[src/rtl/riscv_pkg.sv]
// Shared definitions for the single-cycle RISC-V core. Holds the opcode map (also
// decoded by control_block), the NOP encoding, fault cause codes and the fetch FSM
// state encoding, plus a few small helpers used by the fetch unit.
package riscv_pkg;

  // RV32I base opcodes (instr[6:0])
  localparam logic [6:0] OPC_LUI    = 7'b0110111;
  localparam logic [6:0] OPC_AUIPC  = 7'b0010111;
  localparam logic [6:0] OPC_JAL    = 7'b1101111;
  localparam logic [6:0] OPC_JALR   = 7'b1100111;
  localparam logic [6:0] OPC_BRANCH = 7'b1100011;
  localparam logic [6:0] OPC_LOAD   = 7'b0000011;
  localparam logic [6:0] OPC_STORE  = 7'b0100011;
  localparam logic [6:0] OPC_OP_IMM = 7'b0010011;
  localparam logic [6:0] OPC_OP     = 7'b0110011;
  localparam logic [6:0] OPC_FENCE  = 7'b0001111;
  localparam logic [6:0] OPC_SYSTEM = 7'b1110011;

  // addi x0, x0, 0 -- presented on instr while nothing has been fetched yet
  localparam logic [31:0] NOP_INSTR = 32'h0000_0013;

  // Width of a PC / instruction word and PC step
  localparam int unsigned XLEN     = 32;
  localparam logic [31:0] PC_STEP  = 32'd4;

  // Why the fetch unit halted the core
  typedef enum logic [1:0] {
    FC_NONE       = 2'b00,
    FC_MISALIGNED = 2'b01,
    FC_TIMEOUT    = 2'b10
  } fault_cause_e;

  // Fetch FSM states
  typedef enum logic [1:0] {
    ST_IDLE  = 2'b00,
    ST_FETCH = 2'b01,
    ST_EXEC  = 2'b10,
    ST_HALT  = 2'b11
  } fetch_state_e;

  // Next PC selection. The target path clears bit 0 so JALR needs no extra masking
  // in the ALU; branch and JAL targets already have bit 0 clear.
  function automatic logic [31:0] calc_next_pc(
    input logic        sel,
    input logic [31:0] target,
    input logic [31:0] seq_pc
  );
    return sel ? (target & 32'hFFFF_FFFE) : seq_pc;
  endfunction

  // Instruction fetches must be word aligned; bit 0 is always clear after
  // calc_next_pc so only bit 1 can flag a bad address.
  function automatic logic pc_misaligned(input logic [31:0] addr);
    return addr[1];
  endfunction

  // Field extractors shared with control_block
  function automatic logic [6:0] get_opcode(input logic [31:0] word);
    return word[6:0];
  endfunction

  function automatic logic [2:0] get_func3(input logic [31:0] word);
    return word[14:12];
  endfunction

  function automatic logic [6:0] get_func7(input logic [31:0] word);
    return word[31:25];
  endfunction

endpackage

[src/rtl/ifu_watchdog.sv]
// Fetch watchdog: counts consecutive cycles spent waiting for an instruction memory
// acknowledge and flags expiry on the cycle the limit is reached. A limit of zero
// disables the watchdog entirely.
module ifu_watchdog #(
  parameter int unsigned TIMEOUT_CYCLES = 255
) (
  input  logic clk,
  input  logic rst,
  input  logic i_clear,   // hold the count at zero (not waiting on memory)
  input  logic i_enable,  // one more cycle without acknowledge
  output logic o_expired  // limit reached this cycle
);

  // Count only needs to reach TIMEOUT_CYCLES-1 before expiry ends the wait
  localparam int unsigned CW = (TIMEOUT_CYCLES < 2) ? 1 : $clog2(TIMEOUT_CYCLES + 1);
  localparam logic [CW-1:0] LIMIT_M1 =
    CW'((TIMEOUT_CYCLES == 0) ? 0 : (TIMEOUT_CYCLES - 1));
  localparam logic ENABLED = (TIMEOUT_CYCLES != 0);

  logic [CW-1:0] r_count;

  // Count waiting cycles; cleared whenever the fetch unit is not waiting
  always_ff @(posedge clk) begin
    if (rst || i_clear) begin
      r_count <= '0;
    end else if (ENABLED && i_enable) begin
      r_count <= r_count + 1'b1;
    end
  end

  // The current cycle is the TIMEOUT_CYCLES-th wait cycle when the count already
  // holds TIMEOUT_CYCLES-1; an acknowledge this cycle drops i_enable and wins.
  assign o_expired = ENABLED && i_enable && (r_count == LIMIT_M1);

endmodule

[src/rtl/instr_fetch_unit.sv]
// Instruction fetch unit for the single-cycle core. Owns the PC, fetches one word
// per instruction over a req/ack handshake, holds it stable while the datapath
// executes, and picks the next PC from pc_sel/pc_target. Halts on a misaligned
// next PC or a fetch that never gets acknowledged. RESET_PC must be word aligned.
module instr_fetch_unit
  import riscv_pkg::*;
#(
  parameter logic [31:0] RESET_PC       = 32'h0000_0000,
  parameter int unsigned TIMEOUT_CYCLES = 255
) (
  input  logic        clk,
  input  logic        rst,
  // instruction memory
  output logic        imem_req,
  output logic [31:0] imem_addr,
  input  logic        imem_ack,
  input  logic [31:0] imem_rdata,
  // from control_block / ALU
  input  logic        pc_sel,
  input  logic [31:0] pc_target,
  input  logic        exec_done,
  // to control_block / datapath
  output logic        instr_valid,
  output logic [31:0] instr,
  output logic [6:0]  opcode,
  output logic [2:0]  func3,
  output logic [6:0]  func7,
  output logic [31:0] pc,
  output logic [31:0] pc_plus4,
  // status
  output logic        fault,
  output logic [1:0]  fault_cause,
  output logic [63:0] instret
);

  fetch_state_e r_state;
  fetch_state_e w_state_next;

  logic [31:0]  r_pc;
  logic [31:0]  r_instr;
  logic         r_fault;
  fault_cause_e r_fault_cause;
  logic [63:0]  r_instret;

  logic [31:0]  w_pc_plus4;
  logic [31:0]  w_next_pc;
  logic         w_misaligned;
  logic         w_fetch_ack;
  logic         w_retire;
  logic         w_wd_clear;
  logic         w_wd_enable;
  logic         w_wd_expired;

  // ---------------------------------------------------------------------------
  // Next-PC datapath
  // ---------------------------------------------------------------------------
  assign w_pc_plus4   = r_pc + PC_STEP;
  assign w_next_pc    = calc_next_pc(pc_sel, pc_target, w_pc_plus4);
  assign w_misaligned = pc_misaligned(w_next_pc);

  // Handshake qualifiers: ack only counts in FETCH, exec_done only in EXEC
  assign w_fetch_ack = (r_state == ST_FETCH) && imem_ack;
  assign w_retire    = (r_state == ST_EXEC) && exec_done;

  // Watchdog runs only while a request is outstanding
  assign w_wd_clear  = (r_state != ST_FETCH);
  assign w_wd_enable = (r_state == ST_FETCH) && !imem_ack;

  ifu_watchdog #(
    .TIMEOUT_CYCLES (TIMEOUT_CYCLES)
  ) u_watchdog (
    .clk       (clk),
    .rst       (rst),
    .i_clear   (w_wd_clear),
    .i_enable  (w_wd_enable),
    .o_expired (w_wd_expired)
  );

  // ---------------------------------------------------------------------------
  // Fetch FSM
  // ---------------------------------------------------------------------------

  // State register
  always_ff @(posedge clk) begin
    if (rst) begin
      r_state <= ST_IDLE;
    end else begin
      r_state <= w_state_next;
    end
  end

  // Next-state logic: ack beats a simultaneous watchdog expiry because expiry is
  // only raised when no ack is present.
  always_comb begin
    w_state_next = r_state;
    case (r_state)
      ST_IDLE: begin
        w_state_next = ST_FETCH;
      end
      ST_FETCH: begin
        if (imem_ack) begin
          w_state_next = ST_EXEC;
        end else if (w_wd_expired) begin
          w_state_next = ST_HALT;
        end
      end
      ST_EXEC: begin
        if (exec_done) begin
          w_state_next = w_misaligned ? ST_HALT : ST_FETCH;
        end
      end
      ST_HALT: begin
        w_state_next = ST_HALT;
      end
      default: begin
        w_state_next = ST_IDLE;
      end
    endcase
  end

  // Output logic: rst drops the request combinationally so memory abandons any
  // pending access in the reset cycle itself, and no instruction is offered.
  always_comb begin
    imem_req    = 1'b0;
    instr_valid = 1'b0;
    if (!rst) begin
      case (r_state)
        ST_FETCH: imem_req    = 1'b1;
        ST_EXEC:  instr_valid = 1'b1;
        default: begin
          imem_req    = 1'b0;
          instr_valid = 1'b0;
        end
      endcase
    end
  end

  // ---------------------------------------------------------------------------
  // Architectural registers
  // ---------------------------------------------------------------------------

  // PC advances on retire; a misaligned target leaves PC on the faulting instruction
  always_ff @(posedge clk) begin
    if (rst) begin
      r_pc <= RESET_PC;
    end else if (w_retire && !w_misaligned) begin
      r_pc <= w_next_pc;
    end
  end

  // Instruction word captured on the accepted ack and held through EXEC
  always_ff @(posedge clk) begin
    if (rst) begin
      r_instr <= NOP_INSTR;
    end else if (w_fetch_ack) begin
      r_instr <= imem_rdata;
    end
  end

  // Retired-instruction counter; the instruction's write-back commits on exec_done
  // even when its next PC turns out misaligned, so it counts as retired.
  always_ff @(posedge clk) begin
    if (rst) begin
      r_instret <= 64'd0;
    end else if (w_retire) begin
      r_instret <= r_instret + 64'd1;
    end
  end

  // Sticky fault flag; only the first cause is recorded
  always_ff @(posedge clk) begin
    if (rst) begin
      r_fault       <= 1'b0;
      r_fault_cause <= FC_NONE;
    end else if (!r_fault) begin
      if (w_retire && w_misaligned) begin
        r_fault       <= 1'b1;
        r_fault_cause <= FC_MISALIGNED;
      end else if (w_wd_expired) begin
        r_fault       <= 1'b1;
        r_fault_cause <= FC_TIMEOUT;
      end
    end
  end

  // ---------------------------------------------------------------------------
  // Output mapping
  // ---------------------------------------------------------------------------
  assign imem_addr   = r_pc;
  assign instr       = r_instr;
  assign opcode      = get_opcode(r_instr);
  assign func3       = get_func3(r_instr);
  assign func7       = get_func7(r_instr);
  assign pc          = r_pc;
  assign pc_plus4    = w_pc_plus4;
  assign fault       = r_fault;
  assign fault_cause = r_fault_cause;
  assign instret     = r_instret;

endmodule

[config.mk]
export PLATFORM = sky130hd
export DESIGN_NAME = instr_fetch_unit
export DESIGN_NICKNAME = d
export VERILOG_FILES = /design/src/rtl/riscv_pkg.sv /design/src/rtl/ifu_watchdog.sv /design/src/rtl/instr_fetch_unit.sv
export SDC_FILE = /design/constraint.sdc
export NUM_CORES = 1
export LEC_CHECK = 0
export CORE_ASPECT_RATIO = 2
export CORE_UTILIZATION = 35
export CTS_BUF_LIST = sky130_fd_sc_hd__clkbuf_8
export CTS_CLUSTER_DIAMETER = 200
export DETAILED_ROUTE_END_ITERATION = 8
export PLACE_DENSITY = 0.72
export SYNTH_ARGS = -nofsm -noshare
export SYNTH_HDL_FRONTEND = slang
export SYNTH_SLANG_ARGS = --single-unit
[constraint.sdc]
create_clock -name clk -period 3.65 [get_ports clk]
set_clock_uncertainty 0.1 [all_clocks]
set_input_delay 0.73 -clock clk [delete_from_list [all_inputs] [get_ports clk]]
set_output_delay 0.73 -clock clk [all_outputs]
set_load 0.02 [all_outputs]
# Word level (Yosys, flattened, before mapping)
# Index checks and enable logic that the tools add are counted.
# totals
ff_bits	141
in_bits	69
out_inout_bits	214
word_cells	46
# op_classes
addsub	3
eq_ne	7
muxes	15
n_bitwise	1
n_reduce_logical	13
# ops
cell	n
64-bit by 1-bit adder with 64-bit output (second input constant)	1
32-bit by 3-bit adder with 32-bit output (second input constant)	1
32-bit 2-to-1 mux	1
2-bit 2-to-1 mux	6
8-bit by 1-bit adder with 8-bit output (second input constant)	1
8-bit == test (second input constant)	1
2-bit one-hot mux with 4 select lines	1
1-bit 2-to-1 mux	7
1-bit logical AND	6
2-bit == test (second input constant)	2
2-bit AND reduction	2
3-bit by 2-bit != test with 1-bit output (second input constant)	1
2-bit by 1-bit == test with 1-bit output (second input constant)	1
1-bit logical NOT	2
2-bit logical NOT	1
2-bit by 1-bit != test with 1-bit output (second input constant)	1
2-bit != test (second input constant)	1
2-bit nonzero test	1
1-bit logical OR	1
1-bit inverter	1

# Depth between registers and ports, before layout
# Gate-level depths: netlist of the first run.
# depth
word_depth	6
mapped_depth	8
ltp_nobuf	7

# Cells and area by module
# From an unflattened synthesis of the first run, not the netlist that was laid out.
# unflattened
hier_cells	941
hier_area_um2	7449.6
# by_module_without_submodules
module	instances	cells_per_inst	area_per_inst_um2	seq_area_each_um2
instr_fetch_unit	1	899	7080.5	2642.5
ifu_watchdog	1	42	369.1	160.2

# Least setup slack after synthesis of the first run
# OpenSTA, ideal clock, no wires.
# synth_timing
kind	register to output
start	register r_pc[5] (netlist: imem_addr[5])
end	output port pc_plus4[30]
arrival_time_ns	2.364
required_time_ns	2.820
path_slack_ns	0.456
stages_incl_launch_ff	7
n_path_buf	2
cell_sequence	dfxtp_1 buf_2 nand4_4 or4_4 buf_6 or4_4 xnor2_1
# synth_between
elab_chain_len	1
# synth_rtl
element	line	rtl
start: declaration	instr_fetch_unit.sv:39	logic [31:0] r_pc;
start signal: assignment	instr_fetch_unit.sv:147	r_pc <= w_next_pc;
32-bit by 3-bit adder with 32-bit output	instr_fetch_unit.sv:57	assign w_pc_plus4 = r_pc + PC_STEP;
end: declaration	instr_fetch_unit.sv:29	output logic [31:0] pc_plus4,
# Every way passes these cells.

# Worst setup path after layout of the first run
# layout_timing
start	register r_pc[13] (netlist: imem_addr[13])
end	output port pc_plus4[20]
# Same word-level chain as after synthesis.

==> summary.txt, run 1 <==
Final layout
  • Share of cells above drive strength 1: 0.0819
  • Fill count: 1,981
  • Final Instance Count excl. Fillers: 1,455
  • Register area: 2810 µm²
  • Area grow syn2layout: 43.6%
  • Nets: 1,245
  • Multi-input combinational cell area: 4030 µm²
  • Core Util, Final: 0.512
  • Cell area after layout: 10,700 µm²

Place
  • Cells after DPL: 1,420
  • Post-DP Area: 10,200 µm²
  • Hpwl dp: 18,200 µm
  • GPL Wtd Cong: 0.850
  • PortBufs: 278
  • Place WS: 267 ps

Floorplanning
  • Num rows: 75
  • Chip width: 105 µm
  • Die Height: 209 µm
  • Initial Util: 0.357
  • Die ar.: 21,900 µm²
  • # IOs: 283
  • Core Region: 20,900 µm²

CTS
  • CTS tree: built
  • Htree depth: 4
  • Total CTS buffers: 17
  • Worst skew pair latency: 450 ps
  • Sink Count: 140
  • Root Buffer: clkbuf_8
  • CTS max path bufs: 2
  • CTS clock-pin slew for the worst setup and hold paths: 90 ps
  • Hold buffers post-CTS: 0

Synth
  • Area leader, netlist: dfxtp_1
  • Synth cell types: 58
  • Sequential area share after synthesis: 0.376
  • Synthesis Warnings: 0
  • Post-synth top area share: 0.376
  • Post-Syn Area: 7460 µm²
  • Async set-reset flop share out of synthesis: 0
  • Synthesized instance count: 954
  • Post-synth EDFFs: 0
  • Mean Syn Cell Area: 7.82 µm²
  • #FFs+latches synth: 140
  • Ranking of synthesized cells by area: dfxtp_1 (38%), nand2_1 (6.7%), a21oi_1 (5.5%)
  • Synth Flop Type: dfxtp_1

Routing
  • DR WL/cell: 17.0 µm
  • Routed Antenna Nets: 0
  • Pre-antenna DRT Iters: 4
  • Final WL: 24,700 µm
  • Vias: 7,731
  • Initial drt markers: 354
  • Routed vias/inst: 5.31
  • Drt drc: 0

Global routing
  • GR Util All Layers: 0.226
  • Largest net degree at the start of global routing: 77
  • Initial antenna violation count: 2
  • Gr ovfl total: 0
  • Vias in the first global route: 7,453
  • First-pass GRT wire length: 39,100 µm

STA
  • Worst-margin pin slew: 886 ps
  • Minimum clock period: 3600 ps
  • Final setup margin: 50.9 ps
  • Count of final setup violators: 0
  • Number of hold violations in the final report: 0
  • Max Slew Vio Count: 0
  • Peak Freq: 278 MHz
  • Fin crit share: 0.986
  • Slew HR: 0.409

Setup path
  • Crit-path cells: nand4_2 -> buf_4 -> nor4_2 -> buf_4 -> nand3_1 -> xnor2_1 -> clkdlybuf4s50_1
  • Data required, critical path: 2820 ps
  • CP arrival: 2770 ps
  • Most common cell on crit path: buf_4
  • Slowest CP cell: clkdlybuf4s50_1
  • Crit Path Class: reg2out
  • Startpoint type of the worst setup path: flip-flop
  • Crit-path max FO: 12
  • Setup crit end kind: primary output
  • Crit-path max cell delay: 620 ps

Flow run
  • MaxCap Viol Count: 0

Run status
  • Status: finished, final reports clean

Min path
  • Worst Hold Class: reg2reg

Power and ir drop
  • Leak pwr: 3.76 nW
  • Maximum VDD drop: 0.000263 V
  • Pwr dens: 316 nW/µm²
==> layout by cell type (no fill, tap or decap), drive strengths merged, types with 5 or more instances in the layout <==
cell type and count:
clkdlybuf4s50 267, dfxtp 140, nand2 134, a21oi 82, nor2 81, nand3 51
nand4 37, buf 35, xnor2 33, xor2 32, o21ai 27, nor3 21
clkbuf 19, inv 19, or4 18, or3 17, and3 16, and4 14
o31ai 12, o41ai 9, a31oi 9, nor2b 9, nor4 8, mux2i 7
or2 5, dlymetal6s2s 5, and2 5
==> where the power goes <==
part,total [mW],switching [mW],internal [mW]
logic,0.372,0.195,0.177
registers,1.58,0.0255,1.55
clock network,1.43,0.646,0.787
==> metal layers <==
metal  up-vias  routed length (µm)  part of all wire  global-route usage
li1       3749                   -                 -                   -
met3        58                1140             0.046              0.0473
met2       258               13400              0.54               0.425
met4         2                1060             0.043               0.123
met1      3664                9090              0.37               0.227
met5         -                  13           0.00053                   0
==> worst max-delay path: cells and delay by family, from the launching register on <==
kind,cells,cell delay (ps)
buf+inv,3,1080
xor+xnor,1,150
flops,1,420
simple gates,3,660
==> registers in the layout (all words and copies together) (netlist names) <==
name / cells
r_state: 2
fault_cause: 2
imem_addr: 31
instret: 64
u_watchdog.r_count: 8
instr: 32
fault: 1
==> per-stage QoR <==
stage / hold WS [ps] / power [mW] / TNS (ps)
2_1_floorplan: 358 / 1.80 / 0
3_3_place_gp: 342 / 1.98 / 0
3_5_place_dp: 346 / 1.99 / 0
4_1_cts: 356 / 3.43 / -35.5
5_1_grt: 374 / 3.53 / -3.09
6_report: 356 / 3.38 / 0
==> timing repair <==
item / 4_1_cts / 5_1_grt
gates resized for setup: 9 / 12
setup buffers: 0 / 2
setup endpoints to repair: 9 / 11
gates cloned: 0 / 0
==> final cells by class <==
type,count,area share
multi-input combinational,686,0.376
timing repair buffer,311,0.283
sequential,140,0.262
tap,269,0.0314
clock buffer,19,0.0244
clock inverter,13,0.0175
inverter,16,0.00560
antenna,1,0.000234
==> synth_stat cells, drive strengths merged (15+ instances only) <==
cell type,number
a21oi,82
dfxtp,140
nor3,21
nand3,51
buf,62
nor2,81
or4,18
inv,15
xnor2,33
clkbuf,52
nand4,37
xor2,32
and3,16
nand2,134
or3,17
o21ai,27
==> kinds of logic (layout without fill, tap and decap cells) <==
kind of cell / after synthesis / after routing / synth area share
and+or+nand+nor: 430 / 430 / 0.292
xor gates and xnor gates: 65 / 65 / 0.0763
other: 1 / 4 / 0.000502
adders and majority gates: 4 / 4 / 0.00671
buffers and inverters: 130 / 359 / 0.0930
AOI/OAI and AO/OA: 173 / 173 / 0.141
muxes: 11 / 11 / 0.0154
DFF: 140 / 140 / 0.376
==> worst paths after layout <==
check,startpoint,end,slack (ps),cells after the start
max,imem_addr[13]$_SDFFE_PP0P_,pc_plus4[20],50,7
min,instr[18]$_SDFFE_PP0P_,instr[18]$_SDFFE_PP0P_,360,2
max reg2reg,instret[3]$_SDFFE_PP0N_,instret[53]$_SDFFE_PP0N_,1020,6
min reg2reg,instr[18]$_SDFFE_PP0P_,instr[18]$_SDFFE_PP0P_,360,2
Power figures use the tool's default switching activity.
==> inputs of run 2 (changes only) <==
--- a/config.mk
+++ b/config.mk
@@ -10,6 +10,7 @@
 export CTS_BUF_LIST = sky130_fd_sc_hd__clkbuf_8
 export CTS_CLUSTER_DIAMETER = 200
 export DETAILED_ROUTE_END_ITERATION = 8
+export GPL_TIMING_DRIVEN = 0
 export PLACE_DENSITY = 0.72
 export SYNTH_ARGS = -nofsm -noshare
 export SYNTH_HDL_FRONTEND = slang
==> constraint.sdc (replaced) <==
create_clock -name clk -period 3.7 [get_ports clk]
set_clock_uncertainty 0.1 [all_clocks]
set_input_delay 0.74 -clock clk [delete_from_list [all_inputs] [get_ports clk]]
set_output_delay 0.74 -clock clk [all_outputs]
set_load 0.02 [all_outputs]
==> run 2 against run 1 <==
Via count is 4.9% higher. Final area is 3.6% higher. Global-route usage is 2.8 points higher. Sequential cell count stayed put. Clock power is 9.8% lower. Worst setup slack better by 31 ps.
==> summary.txt, run 2 (same netlist as run 1, synthesis figures left out) <==
Run status
  • Status: finished, final reports clean (unchanged)

Routing
  • Routed vias/inst: 5.29 (was 5.31)
  • Initial drt markers: 351 (was 354)
  • Final WL: 28,200 µm (was 24,700 µm)
  • Routed Antenna Nets: 0 (unchanged)
  • DR WL/cell: 18.4 µm (was 17.0 µm)
  • Vias: 8,110 (was 7,731)
  • Drt drc: 0 (unchanged)
  • Pre-antenna DRT Iters: 5 (was 4)

Global routing
  • Vias in the first global route: 7,893 (was 7,453)
  • First-pass GRT wire length: 43,000 µm (was 39,100 µm)
  • GR Util All Layers: 0.254 (was 0.226)
  • Initial antenna violation count: 2 (unchanged)
  • Gr ovfl total: 0 (unchanged)
  • Largest net degree at the start of global routing: 17 (was 77)

STA
  • Worst-margin pin slew: 840 ps (was 886 ps)
  • Peak Freq: 276 MHz
  • Count of final setup violators: 0 (unchanged)
  • Max Slew Vio Count: 0 (unchanged)
  • Number of hold violations in the final report: 0 (unchanged)
  • Setup Total Neg Slack: 0 ps (unchanged)
  • Minimum clock period: 3620 ps
  • Slew HR: 0.439 (was 0.409)
  • Fin crit share: 0.978

Min path
  • Worst Hold Class: reg2reg (unchanged)

Final layout
  • Commonest non-fill, non-tap cell in the layout: clkdlybuf4s50_1 (unchanged)
  • Area grow syn2layout: 48.7% (was 43.6%)
  • Nets: 1,324 (was 1,245)
  • Final Instance Count excl. Fillers: 1,534 (was 1,455)
  • Most frequent cells in the layout: clkdlybuf4s50_1 (265), nand2_1 (134), dfxtp_1 (131) (was clkdlybuf4s50_1 (267), dfxtp_1 (137), nand2_1 (134))
  • Share of cells above drive strength 1: 0.107 (was 0.0819)
  • Fill count: 2,058 (was 1,981)
  • Core Util, Final: 0.530 (was 0.512)
  • Largest register FFs: 64 (unchanged)

Setup path
  • Crit-path max FO: 10 (was 12)
  • Crit-path max cell delay: 600 ps (was 620 ps)
  • Startpoint type of the worst setup path: flip-flop (unchanged)
  • CP arrival: 2780 ps (was 2770 ps)
  • Slowest CP cell: or4_4 (was clkdlybuf4s50_1)
  • Most common cell on crit path: or4_4 (was buf_4)
  • Setup crit end kind: primary output (unchanged)
  • Crit-path leading delay family: simple AND/OR/NAND/NOR gates (was buffers and inverters)
  • Crit Path Class: reg2out (unchanged)
  • Crit-path cells: buf_4 -> nand4_4 -> or4_4 -> buf_6 -> or4_4 -> xnor2_1 -> buf_2 (was nand4_2 -> buf_4 -> nor4_2 -> buf_4 -> nand3_1 -> xnor2_1 -> clkdlybuf4s50_1)
  • Buf/Inv on CP: 3 (unchanged)
  • Data required, critical path: 2860 ps (was 2820 ps)

CTS
  • Sink Count: 140 (unchanged)
  • CTS tree: built (unchanged)
  • Htree depth: 4 (unchanged)
  • Hold buffers post-CTS: 0 (unchanged)
  • CTS max path bufs: 2 (unchanged)
  • Root Buffer: clkbuf_8 (unchanged)
  • Total CTS buffers: 17 (unchanged)
  • CTS clock-pin slew for the worst setup and hold paths: 80 ps (was 90 ps)
  • Worst skew pair latency: 460 ps (was 450 ps)

Floorplanning
  • Core Region: 20,900 µm² (unchanged)
  • Die ar.: 21,900 µm² (unchanged)
  • Chip width: 105 µm (unchanged)
  • Die Height: 209 µm (unchanged)
  • Initial Util: 0.357 (unchanged)
  • # IOs: 283 (unchanged)
  • Num rows: 75 (unchanged)

Place
  • GPL Wtd Cong: 0.943 (was 0.850)
  • PortBufs: 277 (was 278)
  • Cells after DPL: 1,502 (was 1,420)
  • Hpwl dp: 21,800 µm (was 18,200 µm)

Power and ir drop
  • Pwr dens: 294 nW/µm² (was 316 nW/µm²)
  • Leak pwr: 3.98 nW (was 3.76 nW)
  • Maximum VDD drop: 0.000214 V (was 0.000263 V)
  • Total power: 3.26 mW (was 3.38 mW)

Flow run
  • MaxCap Viol Count: 0 (unchanged)
==> run 2: cell types whose count changed in the layout (fill, tap and decap cells not counted), moves of 6 or more <==
cell | previous run | this run
buf_1 | 0 | 6
buf_4 | 34 | 56
clkbuf_1 | 0 | 45
dfxtp_1 | 137 | 131
dfxtp_2 | 3 | 9
==> run 2: area by class of cell <==
| type | count | area [µm²] | area share |
|---|---|---|---|
| clock buffers | 18 | 248 | 0.0223 |
| inverters | 16 | 60.1 | 0.00541 |
| plain buffers | 111 | 633 | 0.0570 |
| well taps | 269 | 337 | 0.0303 |
| clock inverters | 13 | 151 | 0.0136 |
| repair buffers | 279 | 2790 | 0.251 |
| flip-flops and latches | 140 | 2810 | 0.254 |
| multi-input cells | 686 | 4060 | 0.366 |
| diodes | 2 | 5.00 | 0.000451 |
==> run 2: report_power, final <==
| part | switching, mW | internal (mW) |
|---|---|---|
| clock network | 0.620 | 0.673 |
| logic | 0.214 | 0.193 |
| registers | 0.0262 | 1.53 |
| total | 0.860 | 2.40 |
==> run 2: stage by stage <==
step | instance area [µm²] | setup slack, ps | hold WS, ps
floorplan | 7470 | 496 | 358
global placement | 10600 | -467 | 342
detailed placement | 10600 | -450 | 347
CTS | 11100 | 37.9 | 358
global route | 11100 | -6.12 | 376
finish | 11100 | 81.8 | 359
==> run 2: path summary, 6_finish.rpt <==
path | slack [ps] | cells past startpoint | startpoint | endpoint
setup reg to reg | 580 | 7 | r_state[1]$_SDFFE_PP0P_ | instret[62]$_SDFFE_PP0N_
hold reg to reg | 360 | 2 | instr[19]$_SDFFE_PP0P_ | instr[19]$_SDFFE_PP0P_
setup / recovery | 80 | 7 | imem_addr[5]$_SDFFE_PP0P_ | pc_plus4[30]
hold / removal | 360 | 2 | instr[19]$_SDFFE_PP0P_ | instr[19]$_SDFFE_PP0P_
==> run 2: what timing repair did <==
action | CTS | global route
setup endpoints to repair | 19 | 21
buffers inserted | 2 | 0
pin swaps | 1 | 1
resized for setup | 34 | 14
cloned | 0 | 0
==> run 2: worst min-delay path, stage by stage (launching register included) <==
cell,delay (ps)
dfxtp_1,310
nand2_1,50
a21oi_1,50
==> run 2: routing by layer <==
metal,global-route usage,wire length (µm)
met1,0.239,9590
met4,0.145,1150
met3,0.0479,1660
met5,0,0
met2,0.497,15800
